$ cat src/rtl/stack_unit_requester.sv
// Initiator for the stack unit's rdy/ack port: buffers client commands in a small FIFO,
// issues one at a time, and returns each outcome as a one-cycle result strobe.
module stack_unit_requester #(
    parameter int W       = 32,
    parameter int DEPTH   = 4,
    parameter int TIMEOUT = 64
) (
    input  logic         clock,
    input  logic         reset,
    input  logic         cmd_valid,
    output logic         cmd_ready,
    input  logic [2:0]   cmd_op,
    input  logic [W-1:0] cmd_data,
    output logic         rdy,
    output logic [2:0]   op,
    output logic [W-1:0] datain,
    input  logic         ack,
    input  logic [W-1:0] dataout,
    input  logic         esito,
    output logic         res_valid,
    output logic [W-1:0] res_data,
    output logic         res_esito,
    output logic         res_timeout,
    output logic         busy
);
    localparam int AW = $clog2(DEPTH);
    localparam int CW = $clog2(TIMEOUT);
    localparam logic [AW:0]   PTR_ONE  = (AW + 1)'(1);
    localparam logic [CW-1:0] CNT_ONE  = CW'(1);
    localparam logic [CW-1:0] CNT_LAST = CW'(TIMEOUT - 1);
    localparam logic [2:0]    OP_PUSH  = 3'd0;

    typedef enum logic [1:0] {IDLE, ISSUE, RESP} state_e;

    state_e        state_q, state_d;
    logic [AW:0]   wrPtr_q, rdPtr_q;
    logic [2:0]    opMem_q   [DEPTH];
    logic [W-1:0]  dataMem_q [DEPTH];
    logic [CW-1:0] cnt_q, cnt_d;
    logic          rdy_q, rdy_d;
    logic [2:0]    op_q, op_d;
    logic [W-1:0]  datain_q, datain_d;
    logic          resValid_q, resValid_d;
    logic [W-1:0]  resData_q, resData_d;
    logic          resEsito_q, resEsito_d;
    logic          resTimeout_q, resTimeout_d;

    logic          empty, full, push, pop, headLegal, timedOut;
    logic [2:0]    headOp;
    logic [W-1:0]  headData;

    // Extra pointer bit distinguishes full from empty; cmd_ready depends only on registers.
    assign empty     = (wrPtr_q == rdPtr_q);
    assign full      = (wrPtr_q[AW] != rdPtr_q[AW]) && (wrPtr_q[AW-1:0] == rdPtr_q[AW-1:0]);
    assign push      = cmd_valid && !full;
    assign pop       = (state_q == IDLE) && !empty;
    assign headOp    = opMem_q[rdPtr_q[AW-1:0]];
    assign headData  = dataMem_q[rdPtr_q[AW-1:0]];
    assign headLegal = !headOp[2];
    assign timedOut  = (cnt_q == CNT_LAST);

    always_ff @(posedge clock) begin
        if (push) begin
            opMem_q[wrPtr_q[AW-1:0]]   <= cmd_op;
            dataMem_q[wrPtr_q[AW-1:0]] <= cmd_data;
        end
    end

    always_ff @(posedge clock) begin
        if (reset) begin
            state_q      <= IDLE;
            wrPtr_q      <= '0;
            rdPtr_q      <= '0;
            cnt_q        <= '0;
            rdy_q        <= 1'b0;
            op_q         <= '0;
            datain_q     <= '0;
            resValid_q   <= 1'b0;
            resData_q    <= '0;
            resEsito_q   <= 1'b0;
            resTimeout_q <= 1'b0;
        end else begin
            state_q      <= state_d;
            wrPtr_q      <= push ? wrPtr_q + PTR_ONE : wrPtr_q;
            rdPtr_q      <= pop ? rdPtr_q + PTR_ONE : rdPtr_q;
            cnt_q        <= cnt_d;
            rdy_q        <= rdy_d;
            op_q         <= op_d;
            datain_q     <= datain_d;
            resValid_q   <= resValid_d;
            resData_q    <= resData_d;
            resEsito_q   <= resEsito_d;
            resTimeout_q <= resTimeout_d;
        end
    end

    always_comb begin
        state_d = state_q;
        unique case (state_q)
            IDLE:    if (!empty) state_d = headLegal ? ISSUE : RESP;
            ISSUE:   if (ack || timedOut) state_d = RESP;
            RESP:    state_d = IDLE;
            default: state_d = IDLE;
        endcase
    end

    // An ack on the same edge as the timeout takes priority over the abort.
    always_comb begin
        cnt_d        = cnt_q;
        rdy_d        = rdy_q;
        op_d         = op_q;
        datain_d     = datain_q;
        resValid_d   = 1'b0;
        resData_d    = resData_q;
        resEsito_d   = resEsito_q;
        resTimeout_d = resTimeout_q;
        unique case (state_q)
            IDLE: begin
                if (!empty) begin
                    if (headLegal) begin
                        rdy_d    = 1'b1;
                        op_d     = headOp;
                        datain_d = (headOp == OP_PUSH) ? headData : '0;
                        cnt_d    = '0;
                    end else begin
                        resValid_d   = 1'b1;
                        resData_d    = '0;
                        resEsito_d   = 1'b1;
                        resTimeout_d = 1'b0;
                    end
                end
            end
            ISSUE: begin
                if (ack) begin
                    rdy_d        = 1'b0;
                    resValid_d   = 1'b1;
                    resData_d    = dataout;
                    resEsito_d   = esito;
                    resTimeout_d = 1'b0;
                end else if (timedOut) begin
                    rdy_d        = 1'b0;
                    resValid_d   = 1'b1;
                    resData_d    = '0;
                    resEsito_d   = 1'b1;
                    resTimeout_d = 1'b1;
                end else begin
                    cnt_d = cnt_q + CNT_ONE;
                end
            end
            default: ;
        endcase
    end

    assign cmd_ready   = !full;
    assign rdy         = rdy_q;
    assign op          = op_q;
    assign datain      = datain_q;
    assign res_valid   = resValid_q;
    assign res_data    = resData_q;
    assign res_esito   = resEsito_q;
    assign res_timeout = resTimeout_q;
    assign busy        = !empty || (state_q != IDLE);

endmodule

$ cat config.mk
export PLATFORM = sky130hd
export DESIGN_NAME = stack_unit_requester
export DESIGN_NICKNAME = d
export VERILOG_FILES = /design/src/rtl/stack_unit_requester.sv
export SDC_FILE = /design/constraint.sdc
export NUM_CORES = 1
export LEC_CHECK = 0
export BUFFER_PORTS_ARGS = -buffer_cell sky130_fd_sc_hd__buf_4
export CAP_MARGIN = 0
export CELL_PAD_IN_SITES_DETAIL_PLACEMENT = 0
export CELL_PAD_IN_SITES_GLOBAL_PLACEMENT = 1
export CORE_UTILIZATION = 35
export CTS_CLUSTER_DIAMETER = 120
export CTS_CLUSTER_SIZE = 30
export DETAILED_ROUTE_END_ITERATION = 12
export GPL_TIMING_DRIVEN = 0
export PLACE_DENSITY = 0.6
export SETUP_SLACK_MARGIN = 0.05
export SYNTH_ARGS = -nofsm -noshare
export SYNTH_HDL_FRONTEND = slang
export SYNTH_SLANG_ARGS = --single-unit
$ cat constraint.sdc
create_clock -name clock -period 2.8 [get_ports clock]
set_clock_uncertainty 0.1 [all_clocks]
set_input_delay 0.56 -clock clock [delete_from_list [all_inputs] [get_ports clock]]
set_output_delay 0.56 -clock clock [all_outputs]
set_load 0.02 [all_outputs]
==> flow_summary.yaml, run 1 <==
placement:
  port_buffers: 143
  dp.cells: 1069
  place_congestion: 0.790
  dp_hpwl_um: 14100
  dp_slack_ns: 0.418
floorplanning:
  die_width_um: 161
  chipHeight_um: 161
  start_util_pct: 35.9
  io_pins: 145
  num_rows: 57
  dieArea_um2: 25800
  core_um2: 24500
clock_tree:
  clk_pin_slew_ns: 0.12
  cts_tree: "done"
  clkLatencyLatePin_ns: 0.48
  cts_buffers: 11
  clockBufferDepth: 3
  cts_setup_buffers: 0
  ctsResizeCount: 0
  cts_root_buf: "clkbuf_16"
  cts-hold-fix-buffers: 0
  cts.sinks: 226
  htreeDepth: 1
grt:
  grt_pass1_vias: 5616
  overflow: 0
  track_usage_pct: 15.9
  grt_pass1_wl_um: 31900
  antenna_found_initial: 1
  grt_max_degree: 32
synth:
  ys_ff_latch: 226
  syn_nets: 676
  synth-edff-count: 140
  syn_inst: 598
  synth_top_cell_by_area: "edfxtp_1"
  yosysMostFrequentCell: "edfxtp_1"
  yosysSeqAreaShare_pct: 67.3
  synthFlopType: "edfxtp_1"
  yosys_warnings: 0
  yosys-top-cells-area: "edfxtp_1 48%, dfxtp_1 20%, mux4_2 9.0%, o2111ai_1 3.6%, a32oi_1 3.2%"
  syn_area_per_cell_um2: 14.7
  ys_types: 46
  synthTopCellsByCount: "140 x edfxtp_1, 86 x dfxtp_1, 37 x nand3_1"
  ys_async_sr_fraction_pct: 0
  syn_area_um2: 8810
  synth_top_area_share_pct: 47.7
setup_path:
  cp.buffers_inverters: 1
  start_kind: "register"
  worstPathRequired_ns: 2.86
  rr_worst_depth: 4
  setup.worst_path.end_class: "register"
  slowest_stage: "dfxtp_1"
  r2r_start: "wrPtr_q[0]"
  cp.arrival_ns: 2.45
  crit_path_start: "wrPtr_q[0]"
  crit_cells: 4
  regToRegSetupSlack_ns: 0.42
  crit_end: "dataMem_q[2][28]"
  crit_type: "register to register"
  crit_chain: "xor2_1, o31a_1, and2_2, buf_12"
  reg2reg_to: "dataMem_q[2][28]"
  crit_family: "flip-flops"
  cp_max_fo: 22
  cpPeakStageDelay_ns: 0.50
final_layout:
  stdcell_count: 1086
  final_util_pct: 43.5
  multiInputGateArea_um2: 2620
  fill_cells: 2293
  ff_latch_area_um2: 5930
  drive_gt1_share_pct: 28.9
  area_delta_synth_final_pct: 21.3
  insertedDiodeCount: 0
  nNetsFinal: 836
power_and_ir_drop:
  clockPowerShare_pct: 21.6
  powerDensity_nw_per_um2: 769
  internal_power_mw: 5.59
  netSwitchingPower_mw: 2.63
  ir_drop_mv: 0.516
  p_leak_nw: 3.80
  p_comb_share_pct: 29.6
  pwr-share-seq_pct: 48.7
  p_sw_share_pct: 32.0
job:
  cap_violations: 0
sta:
  tns_ns: 0
  hold_violations: 0
  relSlewSlack_pct: 42.1
  max_freq_mhz: 420
  worst_pin_slew_ns: 0.868
  fin_hold_ws_ns: 0.175
  rsz0062_at_grt: "no"
  period_minus_slack_ns: 2.38
  period_share_pct: 85.1
  maxSlewViolCount: 0
  setup_viol: 0
  fin_ws_ns: 0.416
hold_path:
  hp-class: "input port to register"
  worstHoldStart: "cmd_data[24]"
detailed_routing:
  drt_wl_total_um: 20500
  drt.antenna.violating_nets: 0
  wl_per_cell_um: 18.9
  via_count: 5703
  drt-pass1-iter-count: 4
  drc_errors: 0
  drt-initial-drc-count: 517
  vias_per_cell: 5.25
run_status:
  status: "finished clean"
## cell usage in the layout (no fill, tap or decap), types with 3 or more instances in the layout
| cell | n |
|---|---|
| o41ai_1 | 3 |
| nand3_1 | 37 |
| buf_1 | 7 |
| and2_2 | 4 |
| mux4_2 | 35 |
| buf_6 | 3 |
| xnor2_1 | 4 |
| clkbuf_16 | 11 |
| a21oi_1 | 4 |
| ha_1 | 6 |
| mux2i_1 | 5 |
| o2111ai_1 | 36 |
| dfxtp_1 | 86 |
| nand2_1 | 36 |
| clkbuf_1 | 33 |
| buf_4 | 144 |
| a32oi_1 | 32 |
| buf_2 | 9 |
| nor2_1 | 12 |
| clkbuf_2 | 4 |
| buf_12 | 4 |
| inv_1 | 5 |
| xor2_1 | 5 |
| nand2b_1 | 34 |
| edfxtp_1 | 140 |
| o21ai_1 | 32 |
## layout make-up
cell class | count | area share [%]
multi-input combinational | 313 | 24.6
clock inverter | 1 | 0.152
clock buffer | 16 | 2.75
buffer | 52 | 2.23
tap | 324 | 3.80
sequential | 226 | 55.5
timing repair buffer | 147 | 10.8
inverter | 7 | 0.246
## worst register-to-register path, delay by kind of cell, from the launching register on
family                    cells  cell delay [ns]
DFF                           1             0.50
buffers and inverters         1             0.26
and+or+nand+nor               1             0.50
xor gates and xnor gates      1             0.38
AOI/OAI and AO/OA             1             0.34
## stage by stage
step,area (µm²),total power [mW]
after floorplan,8810,5.67
after global placement,10300,6.51
final,10700,8.21
after CTS,10700,8.33
after global routing,10700,8.68
after detailed placement,10400,6.56
## flip-flops by register name (all words and copies together) (netlist names), named ones only
name,flops
rdPtr_q,3
res_valid,1
res_data,32
res_esito,1
op,2
dataMem_q,128
wrPtr_q,3
state_q,2
datain,32
res_timeout,1
cnt_q,6
rdy,1
opMem_q,12
## cell families (layout without fill, tap and decap cells)
kind of cell    after synthesis  count (layout)  share of synthesized area (%)
flops                       226             226                           67.3
other cells                   1               1                         0.0426
mux                          40              40                           9.52
xor+xnor                      9               9                          0.895
buf+inv                      59             223                           3.00
simple gates                131             131                           7.49
compound gates              126             126                           10.9
fa+ha+maj                     6               6                          0.852
## worst min path at each step
stage	endpoint	cells past startpoint
after floorplan	cnt_q[5]	2
after global placement	datain[24]	2
after detailed placement	datain[24]	2
after CTS	dataMem_q[3][24]	1
after global routing	dataMem_q[2][15]	1
final	dataMem_q[3][24]	1
## power by group through the flow
stage / combinational, mW / clock, mW / sequential (mW)
after global placement: 2.43 / 0 / 4.08
final: 2.43 / 1.78 / 4.00
after global routing: 2.68 / 1.96 / 4.04
after detailed placement: 2.48 / 0 / 4.08
after CTS: 2.48 / 1.84 / 4.01
after floorplan: 1.45 / 0 / 4.21
## per-layer routing
| layer | global-route usage (%) | vias to the layer above | part of all wire, % |
|---|---|---|---|
| met5 | 0 | - | 0.063 |
| met4 | 3.03 | 2 | 1.1 |
| met3 | 2.92 | 19 | 5.9 |
| met2 | 27.5 | 179 | 49 |
| met1 | 20.8 | 2813 | 44 |
| li1 | - | 2690 | - |
(Power assumes the default switching activity.)
==> run 2, diff against run 1 <==
- PLACE_DENSITY: 0.6 -> unset
- PLACE_DENSITY_LB_ADDON: unset -> 0.1
==> run 2 against run 1 <==
Setup slack improved by 0.0032 ns. Cell count did not move. Worst hold slack improved by 0.0057 ns. Combinational power barely moved. Utilization barely moved. Critical path type is now register to output port.
==> flow_summary.yaml, run 2 (synthesis gave the netlist of run 1 again) <==
run_status:
  status: "finished clean"
placement:
  place_area_um2: 10400
  port_buffers: 143
  place_congestion: 0.775
  dp_hpwl_um: 14000
clock_tree:
  ctsResizeCount: 0
  cts_setup_buffers: 0
  cts_root_buf: "clkbuf_16"
  htreeDepth: 1
  cts-hold-fix-buffers: 0
  clk_pin_slew_ns: 0.11
  clockBufferDepth: 3
  clkLatencyLatePin_ns: 0.47
  cts_tree: "done"
  cts_buffers: 11
  cts.sinks: 226
sta:
  worst_pin_slew_ns: 0.914
  tns_ns: 0
  hold_violations: 0
  setup_viol: 0
  period_minus_slack_ns: 2.38
  max_freq_mhz: 420
  relSlewSlack_pct: 39.1
  maxSlewViolCount: 0
  period_share_pct: 85.0
  rsz0062_at_grt: "no"
floorplanning:
  chipHeight_um: 161
  start_util_pct: 35.9
  dieArea_um2: 25800
  num_rows: 57
  die_width_um: 161
  io_pins: 145
  core_um2: 24500
job:
  cap_violations: 0
detailed_routing:
  vias_per_cell: 5.15
  drt-initial-drc-count: 548
  drt.antenna.violating_nets: 0
  via_count: 5591
  drt_wl_total_um: 20700
  wl_per_cell_um: 19.0
  drt-pass1-iter-count: 6
  drc_errors: 0
power_and_ir_drop:
  ir_drop_mv: 0.533
  p_leak_nw: 3.80
  powerDensity_nw_per_um2: 768
setup_path:
  cp.buffers_inverters: 1
  crit_type: "register to output port"
  cp_max_fo: 6
  crit_family: "flip-flops"
  reg2reg_to: "res_data[28]"
  r2r_start: "cnt_q[0]"
  cp.arrival_ns: 1.72
  slowest_stage: "dfxtp_1"
  start_kind: "register"
  worstPathRequired_ns: 2.14
  crit_chain: "xor2_1, nor3_1, nand2_1, buf_4"
  rr_worst_depth: 7
  cpPeakStageDelay_ns: 0.49
  setup.worst_path.end_class: "output port"
  regToRegSetupSlack_ns: 0.50
hold_path:
  hp-class: "input port to register"
  min_path_cells: 1
  worstHoldStart: "cmd_data[8]"
  hold-path-endpoint: "dataMem_q[3][8]"
grt:
  overflow: 0
  grt_max_degree: 32
  grt_pass1_wl_um: 32500
  grt_pass1_vias: 5701
  track_usage_pct: 16.1
  antenna_found_initial: 0
final_layout:
  fill_cells: 2270
  layout_common_cells: "144 x buf_4, 140 x edfxtp_1, 86 x dfxtp_1"
  post-route-cell-area_um2: 10700
  insertedDiodeCount: 0
  largest_reg_flops: 128
  area_delta_synth_final_pct: 21.3
  layout_commonest_cell: "buf_4"
  nNetsFinal: 836
  ff_latch_area_um2: 5930
  multiInputGateArea_um2: 2620
  drive_gt1_share_pct: 29.0
[run 2: cell count changes in the layout (fill, tap and decap cells not counted)]
cell      change
clkbuf_1      -1
clkinv_4      +2
inv_12        -1
[run 2: layout make-up]
type	count	area share (%)
multi-input combinational	313	24.6
inverter	7	0.246
clock inverter	2	0.164
tap	324	3.80
sequential	226	55.5
timing repair buffer	147	10.8
clock buffer	15	2.72
buffer	52	2.23
[run 2: how the worst max path moves through the flow]
stage / from / endpoint / slack (ns) / cells past startpoint
after global routing: wrPtr_q[0] / busy / 0.28 / 4
after floorplan: wrPtr_q[0] / dataMem_q[3][0] / 0.37 / 3
final: wrPtr_q[0] / busy / 0.42 / 4
after CTS: wrPtr_q[1] / busy / 0.37 / 4
after detailed placement: cnt_q[0] / res_data[8] / 0.49 / 7
after global placement: wrPtr_q[1] / wrPtr_q[2] / -0.61 / 4
[run 2: layer usage]
| layer | vias up | global-route usage (%) | part of all wire, % |
|---|---|---|---|
| met1 | 2748 | 21.9 | 45 |
| met4 | 0 | 3.12 | 1.6 |
| met3 | 17 | 2.92 | 5.7 |
| met2 | 155 | 26.9 | 47 |
| li1 | 2671 | - | - |
| met5 | - | 0 | 0 |
[run 2: report_power, final]
| part | internal, mW | leakage, nW | total [mW] | switching (mW) |
|---|---|---|---|---|
| Sequential | 3.84 | 1.98 | 4.00 | 0.166 |
| Clock | 0.748 | 0.149 | 1.76 | 1.01 |
| Combinational | 0.991 | 1.67 | 2.45 | 1.45 |
[run 2: worst reg2reg max path, delay by kind of cell, from the launching register on]
kind,cells,cell delay [ns]
flip-flops,1,0.38
AND/OR/NAND/NOR,2,0.29
AO/OA/AOI/OAI,2,0.37
adder cells (fa/ha/maj),1,0.24
buffers and inverters,2,0.87
[run 2: metrics by stage]
stage	std cells	utilization [%]	power (mW)	hold WS [ns]	setup WS, ns
2_1_floorplan	598	-	5.67	0.356	0.368
3_3_place_gp	1065	41.9	6.54	0.346	-0.607
3_5_place_dp	1069	42.3	6.59	0.352	0.488
4_1_cts	1086	43.5	8.37	0.163	0.368
5_1_grt	1086	43.5	8.66	0.160	0.278
6_report	1086	43.5	8.20	0.181	0.420
